$ cat src/rtl/timer_counter16_pkg.sv
// Shared definitions for the 16-bit timer/counter: register map, CTRL bit layout and FSM states.
package timer_counter16_pkg;

    localparam int CNT_W = 16;

    localparam logic [1:0] ADDR_CTRL   = 2'd0;
    localparam logic [1:0] ADDR_RELOAD = 2'd1;
    localparam logic [1:0] ADDR_CMP    = 2'd2;
    localparam logic [1:0] ADDR_COUNT  = 2'd3;

    localparam int CTRL_DIR     = 0;
    localparam int CTRL_ONESHOT = 1;
    localparam int CTRL_IRQ_EN  = 2;

    typedef enum logic [1:0] {
        ST_IDLE = 2'd0,
        ST_RUN  = 2'd1,
        ST_DONE = 2'd2
    } state_t;

    typedef struct packed {
        logic irq_en;
        logic oneshot;
        logic dir;
    } ctrl_t;

endpackage

$ cat src/rtl/timer_counter16_if.sv
// Host register write port of the timer: strobe, 2-bit address and write data.
interface timer_counter16_if;
    import timer_counter16_pkg::*;

    logic             wr;
    logic [1:0]       addr;
    logic [CNT_W-1:0] wdata;

    modport master (output wr, addr, wdata);
    modport slave  (input  wr, addr, wdata);
endinterface

$ cat src/rtl/timer_counter16_regs.sv
// CTRL/RELOAD/CMP storage; the COUNT address is handled by the counter datapath in the top.
module timer_counter16_regs
    import timer_counter16_pkg::*;
(
    input  logic                 i_sysclk,
    input  logic                 i_sysrst,
    timer_counter16_if.slave     reg_if,
    output ctrl_t                o_ctrl,
    output logic [CNT_W-1:0]     o_reload,
    output logic [CNT_W-1:0]     o_cmp_val
);

    ctrl_t            ctrl_q;
    logic [CNT_W-1:0] reload_q;
    logic [CNT_W-1:0] cmp_q;

    always_ff @(posedge i_sysclk) begin
        if (i_sysrst) begin
            ctrl_q   <= '0;
            reload_q <= '0;
            cmp_q    <= '0;
        end else if (reg_if.wr) begin
            case (reg_if.addr)
                ADDR_CTRL: begin
                    ctrl_q.dir     <= reg_if.wdata[CTRL_DIR];
                    ctrl_q.oneshot <= reg_if.wdata[CTRL_ONESHOT];
                    ctrl_q.irq_en  <= reg_if.wdata[CTRL_IRQ_EN];
                end
                ADDR_RELOAD: reload_q <= reg_if.wdata;
                ADDR_CMP:    cmp_q    <= reg_if.wdata;
                default:     ;
            endcase
        end
    end

    assign o_ctrl    = ctrl_q;
    assign o_reload  = reload_q;
    assign o_cmp_val = cmp_q;

endmodule

$ cat src/rtl/timer_counter16.sv
// 16-bit up/down timer/counter advanced by a prescaler strobe, with one-shot, compare and sticky irq.
module timer_counter16
    import timer_counter16_pkg::*;
(
    input  logic                 i_sysclk,
    input  logic                 i_sysrst,
    input  logic                 i_module_en,
    input  logic                 i_cnt_tick,
    input  logic                 i_start,
    input  logic                 i_stop,
    timer_counter16_if.slave     reg_if,
    input  logic                 i_irq_clr,
    output logic [CNT_W-1:0]     o_cnt,
    output logic                 o_busy,
    output logic                 o_ovf,
    output logic                 o_cmp,
    output logic                 o_irq
);

    ctrl_t            ctrl;
    logic [CNT_W-1:0] reload;
    logic [CNT_W-1:0] cmp_val;

    timer_counter16_regs u_regs (
        .i_sysclk  (i_sysclk),
        .i_sysrst  (i_sysrst),
        .reg_if    (reg_if),
        .o_ctrl    (ctrl),
        .o_reload  (reload),
        .o_cmp_val (cmp_val)
    );

    state_t           state_q, state_d;
    logic [CNT_W-1:0] cnt_q, cnt_d;
    logic             irq_q, irq_d;

    logic [CNT_W-1:0] start_val;
    logic [CNT_W-1:0] term_val;
    logic             at_term;
    logic             cnt_wr;
    logic             tick_run;
    logic             ovf_pulse;
    logic             cmp_pulse;

    assign start_val = ctrl.dir ? reload : '0;
    assign term_val  = ctrl.dir ? '0 : reload;
    assign at_term   = (cnt_q == term_val);
    assign cnt_wr    = reg_if.wr && (reg_if.addr == ADDR_COUNT);

    always_ff @(posedge i_sysclk) begin
        if (i_sysrst) begin
            state_q <= ST_IDLE;
            cnt_q   <= '0;
            irq_q   <= 1'b0;
        end else begin
            state_q <= state_d;
            cnt_q   <= cnt_d;
            irq_q   <= irq_d;
        end
    end

    always_comb begin
        state_d  = state_q;
        cnt_d    = cnt_q;
        irq_d    = irq_q;
        tick_run = 1'b0;

        // Stop beats start beats tick; a disabled module parks in IDLE with everything held.
        if (!i_module_en) begin
            state_d = ST_IDLE;
        end else if (i_stop) begin
            if (state_q == ST_RUN) begin
                state_d = ST_IDLE;
            end
        end else if (i_start) begin
            state_d = ST_RUN;
            cnt_d   = start_val;
        end else if ((state_q == ST_RUN) && i_cnt_tick) begin
            tick_run = 1'b1;
            if (at_term) begin
                if (ctrl.oneshot) begin
                    state_d = ST_DONE;
                end else begin
                    cnt_d = start_val;
                end
            end else begin
                cnt_d = ctrl.dir ? (cnt_q - CNT_W'(1)) : (cnt_q + CNT_W'(1));
            end
        end

        if (cnt_wr) begin
            cnt_d = reg_if.wdata;
        end

        ovf_pulse = tick_run && at_term && !i_sysrst;
        cmp_pulse = tick_run && (cnt_q == cmp_val) && !i_sysrst;

        if (ctrl.irq_en && (ovf_pulse || cmp_pulse)) begin
            irq_d = 1'b1;
        end else if (i_irq_clr && i_module_en) begin
            irq_d = 1'b0;
        end
    end

    assign o_cnt  = cnt_q;
    assign o_busy = (state_q == ST_RUN);
    assign o_ovf  = ovf_pulse;
    assign o_cmp  = cmp_pulse;
    assign o_irq  = irq_q;

endmodule

$ cat src/flat_wrapper.sv
// flat-port wrapper written by rule: the top's interface ports become plain ports
module timer_counter16_flat import timer_counter16_pkg::*;
  (i_sysclk, i_sysrst, i_module_en, i_cnt_tick, i_start, i_stop, i_irq_clr, o_cnt, o_busy, o_ovf, o_cmp, o_irq, reg_if_wr, reg_if_addr, reg_if_wdata);
  timer_counter16_if reg_if_i ();
  input  logic i_sysclk;
  input  logic i_sysrst;
  input  logic i_module_en;
  input  logic i_cnt_tick;
  input  logic i_start;
  input  logic i_stop;
  input  logic i_irq_clr;
  output logic [CNT_W-1:0] o_cnt;
  output logic o_busy;
  output logic o_ovf;
  output logic o_cmp;
  output logic o_irq;
  input wire logic [$bits(reg_if_i.wr)-1:0] reg_if_wr;
  input wire logic [$bits(reg_if_i.addr)-1:0] reg_if_addr;
  input wire logic [$bits(reg_if_i.wdata)-1:0] reg_if_wdata;
  assign reg_if_i.wr = reg_if_wr;
  assign reg_if_i.addr = reg_if_addr;
  assign reg_if_i.wdata = reg_if_wdata;
  timer_counter16 u_core (.i_sysclk(i_sysclk), .i_sysrst(i_sysrst), .i_module_en(i_module_en), .i_cnt_tick(i_cnt_tick), .i_start(i_start), .i_stop(i_stop), .reg_if(reg_if_i), .i_irq_clr(i_irq_clr), .o_cnt(o_cnt), .o_busy(o_busy), .o_ovf(o_ovf), .o_cmp(o_cmp), .o_irq(o_irq));
endmodule
$ cat config.mk
export PLATFORM = sky130hd
export DESIGN_NAME = timer_counter16_flat
export DESIGN_NICKNAME = d
export VERILOG_FILES = /design/src/rtl/timer_counter16_pkg.sv /design/src/rtl/timer_counter16_if.sv /design/src/rtl/timer_counter16_regs.sv /design/src/rtl/timer_counter16.sv /design/src/flat_wrapper.sv
export SDC_FILE = /design/constraint.sdc
export NUM_CORES = 1
export LEC_CHECK = 0
export CAP_MARGIN = 20
export CORE_ASPECT_RATIO = 1.5
export CORE_MARGIN = 8
export CORE_UTILIZATION = 41
export DETAILED_ROUTE_END_ITERATION = 7
export PLACE_DENSITY_LB_ADDON = 0.12
export REMOVE_ABC_BUFFERS = 1
export SLEW_MARGIN = 25
export SYNTH_ARGS = -nofsm -noshare
export SYNTH_HDL_FRONTEND = slang
export SYNTH_HIERARCHICAL = 1
export SYNTH_SLANG_ARGS = --single-unit
export TNS_END_PERCENT = 20
$ cat constraint.sdc
create_clock -name i_sysclk -period 3.4 [get_ports i_sysclk]
set_clock_uncertainty 0.2 [all_clocks]
set_input_delay 0.68 -clock i_sysclk [delete_from_list [all_inputs] [get_ports i_sysclk]]
set_output_delay 0.68 -clock i_sysclk [all_outputs]
set_load 0.02 [all_outputs]
==> load_flow_metrics.sql <==
INSERT INTO impl_metrics (metric_group, metric, value, unit) VALUES
('layout', 'fin_cells', '615', ''),
('detailed_routing', 'ant_nets', '0', ''),
('clocking', 'cts.clk_slew.worst_paths', '0.07', 'ns'),
('layout', 'finalNetCount', '544', ''),
('critical_path', 'cp_launch_type', 'register', ''),
('power_and_ir_drop', 'power-per-cell-area', '332', 'nW/um2'),
('place', 'gpl.final_weighted_congestion', '0.875', ''),
('timing', 'min_period', '3.27', 'ns'),
('layout', 'final_layout_size_suffix_gt1_frac', '0.0954', ''),
('synthesis', 'synthDominantAreaCellType', 'dfxtp_1', ''),
('status', 'run_status', 'completed', ''),
('layout', 'final.fill_count', '887', ''),
('critical_path', 'crit_chain', 'buf_12 > nand2b_1 > a22oi_1 > o2111ai_1 > nor4_4 > and2_1 > nor2b_1 > dlygate4sd2_1', ''),
('critical_path', 'critPathMaxFanout', '23', ''),
('synthesis', 'synthesis.area_per_instance', '8.54', 'um2'),
('place', 'detailed_place_hpwl', '8600', 'um'),
('synthesis', 'synth.top_cell.area_share', '0.285', ''),
('grt', 'grt_antenna_before_repair', '0', ''),
('grt', 'grt_pass1_wl', '18300', 'um'),
('timing', 'final-hold-violation-count', '0', ''),
('timing', 'post-route-period-util', '0.961', ''),
('detailed_routing', 'highest_layer', 'met4', ''),
('clocking', 'clock-root-buffer', 'clkbuf_16', ''),
('grt', 'grt_start_max_net_pins', '63', ''),
('run', 'drv.max_cap_violation_count', '0', ''),
('synthesis', 'synth-seq-area-share', '0.285', ''),
('hold_path', 'worst_hold_path_type', 'reg2reg', ''),
('clocking', 'clock-sinks', '54', ''),
('floorplanning', 'die_height', '134', 'um'),
('layout', 'num_antenna_cells', '0', ''),
('clocking', 'clock_path_buffers', '2', ''),
('critical_path', 'kind_of_cell_adding_the_most_delay_to_the_critical_path', 'simple AND/OR/NAND/NOR gates', ''),
('detailed_routing', 'drt-pass1-iter-count', '4', ''),
('clocking', 'cts_tree', 'done', ''),
('layout', 'layout.cells.most_common_list', 'nand2b_1 (60), dfxtp_1 (54), clkdlybuf4s50_1 (42)', ''),
('synthesis', 'syn-instance-count', '445', ''),
('floorplanning', 'core.rowCount', '43', ''),
('floorplanning', 'floorplan.die.width', '94.6', 'um'),
('critical_path', 'setup.worst_path.class', 'reg2out', ''),
('power_and_ir_drop', 'vdd.ir_drop.worst', '0.285', 'mV'),
('timing', 'worstMarginPinSlew', '0.521', 'ns'),
('critical_path', 'timing.critical_path.arrival', '2.39', 'ns'),
('detailed_routing', 'route.vias.total', '3494', ''),
('floorplanning', 'core_area', '9150', 'um2'),
('synthesis', 'synth-main-ff-cell', 'dfxtp_1', ''),
('detailed_routing', 'met2WireLength', '6210', 'um'),
('critical_path', 'path_buf_inv', '2', ''),
('timing', 'final.setup.worst_slack', '0.134', 'ns'),
('timing', 'setup-violations-final', '0', ''),
('synthesis', 'ys_top_cells_by_area', 'dfxtp_1 (28%), nand2b_1 (9.9%), mux2i_1 (9.5%)', ''),
('place', 'placed_insts', '608', ''),
('floorplanning', 'ios', '46', ''),
('clocking', 'htree_levels', '2', ''),
('detailed_routing', 'met1_length', '4610', 'um'),
('timing', 'fmax', '306', 'MHz'),
('detailed_routing', 'route.detailed.vias_per_inst', '5.68', ''),
('grt', 'gr-total-overflow', '0', ''),
('grt', 'grtUsageTotal', '0.184', ''),
('detailed_routing', 'wire_per_inst', '18.6', 'um'),
('clocking', 'clkLatencyLatePin', '0.29', 'ns'),
('floorplanning', 'fp.dieArea', '12700', 'um2'),
('place', 'detailedPlace.worstSlack', '-0.00127', 'ns'),
('layout', 'area_growth', '22.4', '%'),
('detailed_routing', 'met3RoutedLength', '438', 'um'),
('clocking', 'cts_made_buffers', '5', ''),
('synthesis', 'synth.ff_latch_count', '54', ''),
('critical_path', 'critical_path.slowest_cell', 'dfxtp_1', ''),
('critical_path', 'timing.critical_path.required', '2.52', 'ns'),
('synthesis', 'netlist_area_pre_place', '3800', 'um2'),
('timing', 'rsz0062_at_grt', 'false', ''),
('timing', 'max-slew-margin-rel', '0.653', '');
==> state kept, by name, summed over array words and instances (netlist names) <==
signal and count:
u_core/o_cnt 16, u_core/u_regs/o_cmp_val 16, u_core/u_regs/o_reload 16, u_core/o_irq 1
u_core/u_regs/o_ctrl 3, u_core/state_q 2
==> power by group <==
part	internal (mW)	total (mW)	switching, mW
Combinational	0.175	0.363	0.188
Clock	0.270	0.495	0.225
Sequential	0.656	0.685	0.0291
Total	1.10	1.54	0.442
==> synthesized netlist by cell type, types with 4 or more instances <==
cell type,instances
a31o_2,4
xnor2_1,16
dfxtp_1,54
mux2i_1,36
nor2_1,32
nand3b_1,8
ha_1,14
o31ai_1,5
a21oi_1,11
xor2_1,15
nand2_1,21
nand2b_1,60
clkbuf_1,12
inv_1,8
nor3_1,13
buf_2,9
o211ai_1,5
a211oi_1,9
a21o_1,4
nand3_1,11
a31oi_1,8
and3_1,5
o21ai_0,22
o2111ai_1,4
==> through the flow <==
| step | total power [mW] | utilization | setup TNS, ns | hold WS (ns) | cell area [um2] |
|---|---|---|---|---|---|
| global placement | 1.06 | 0.494 | 0 | 0.243 | 4510 |
| detailed placement | 1.06 | 0.494 | -0.00127 | 0.252 | 4510 |
| finish | 1.54 | 0.508 | 0 | 0.254 | 4650 |
| global route | 1.61 | 0.508 | 0 | 0.281 | 4650 |
| floorplan | 0.893 | - | -0.304 | 0.248 | 3680 |
| CTS | 1.56 | 0.508 | 0 | 0.262 | 4650 |
==> cell type report <==
| type | count | area (um2) | area share |
|---|---|---|---|
| Clock buffer | 7 | 133 | 0.0285 |
| Sequential cell | 54 | 1080 | 0.233 |
| Timing Repair Buffer | 75 | 697 | 0.150 |
| Inverter | 9 | 33.8 | 0.00727 |
| Multi-Input combinational cell | 358 | 2560 | 0.552 |
| Tap cell | 112 | 140 | 0.0301 |
==> what timing repair did <==
| action | CTS | global route |
|---|---|---|
| setup buffers | 0 | 0 |
| gates cloned | 0 | 0 |
| setup endpoints to repair | 1 | 1 |
| hold buffers | 0 | 0 |
| resized for setup | 1 | 1 |
| pin swaps | 0 | 0 |
==> worst paths after layout <==
path                           start                to  slack, ns  depth (start not counted)
min                     u_core/o_irq      u_core/o_irq       0.25                          2
max          u_core/u_regs/o_ctrl[0]             o_ovf       0.13                          8
max reg2reg  u_core/u_regs/o_ctrl[0]  u_core/o_cnt[15]       0.30                         10
min reg2reg             u_core/o_irq      u_core/o_irq       0.25                          2
==> metal layers <==
| metal | track usage | vias up |
|---|---|---|
| met5 | 0 | - |
| met4 | 0.0549 | 0 |
| met3 | 0.0213 | 13 |
| met2 | 0.342 | 85 |
| met1 | 0.208 | 1659 |
| li1 | - | 1737 |
==> logic make-up (layout without fill, tap and decap cells) <==
logic type / count (synthesis) / in the layout / synth area share
AOI/OAI and AO/OA: 103 / 103 / 0.198
adders and majority gates: 15 / 15 / 0.0514
xor gates and xnor gates: 31 / 31 / 0.0715
DFF: 54 / 54 / 0.285
and+or+nand+nor: 172 / 172 / 0.256
buffers and inverters: 33 / 91 / 0.0405
muxes: 37 / 37 / 0.0978
==> tightest hold or removal path: cells and delay by family (launching register included) <==
kind	cells	cell delay (ns)
and+or+nand+nor	1	0.05
AOI/OAI and AO/OA	1	0.05
DFF	1	0.31
Power figures use the tool's default switching activity.
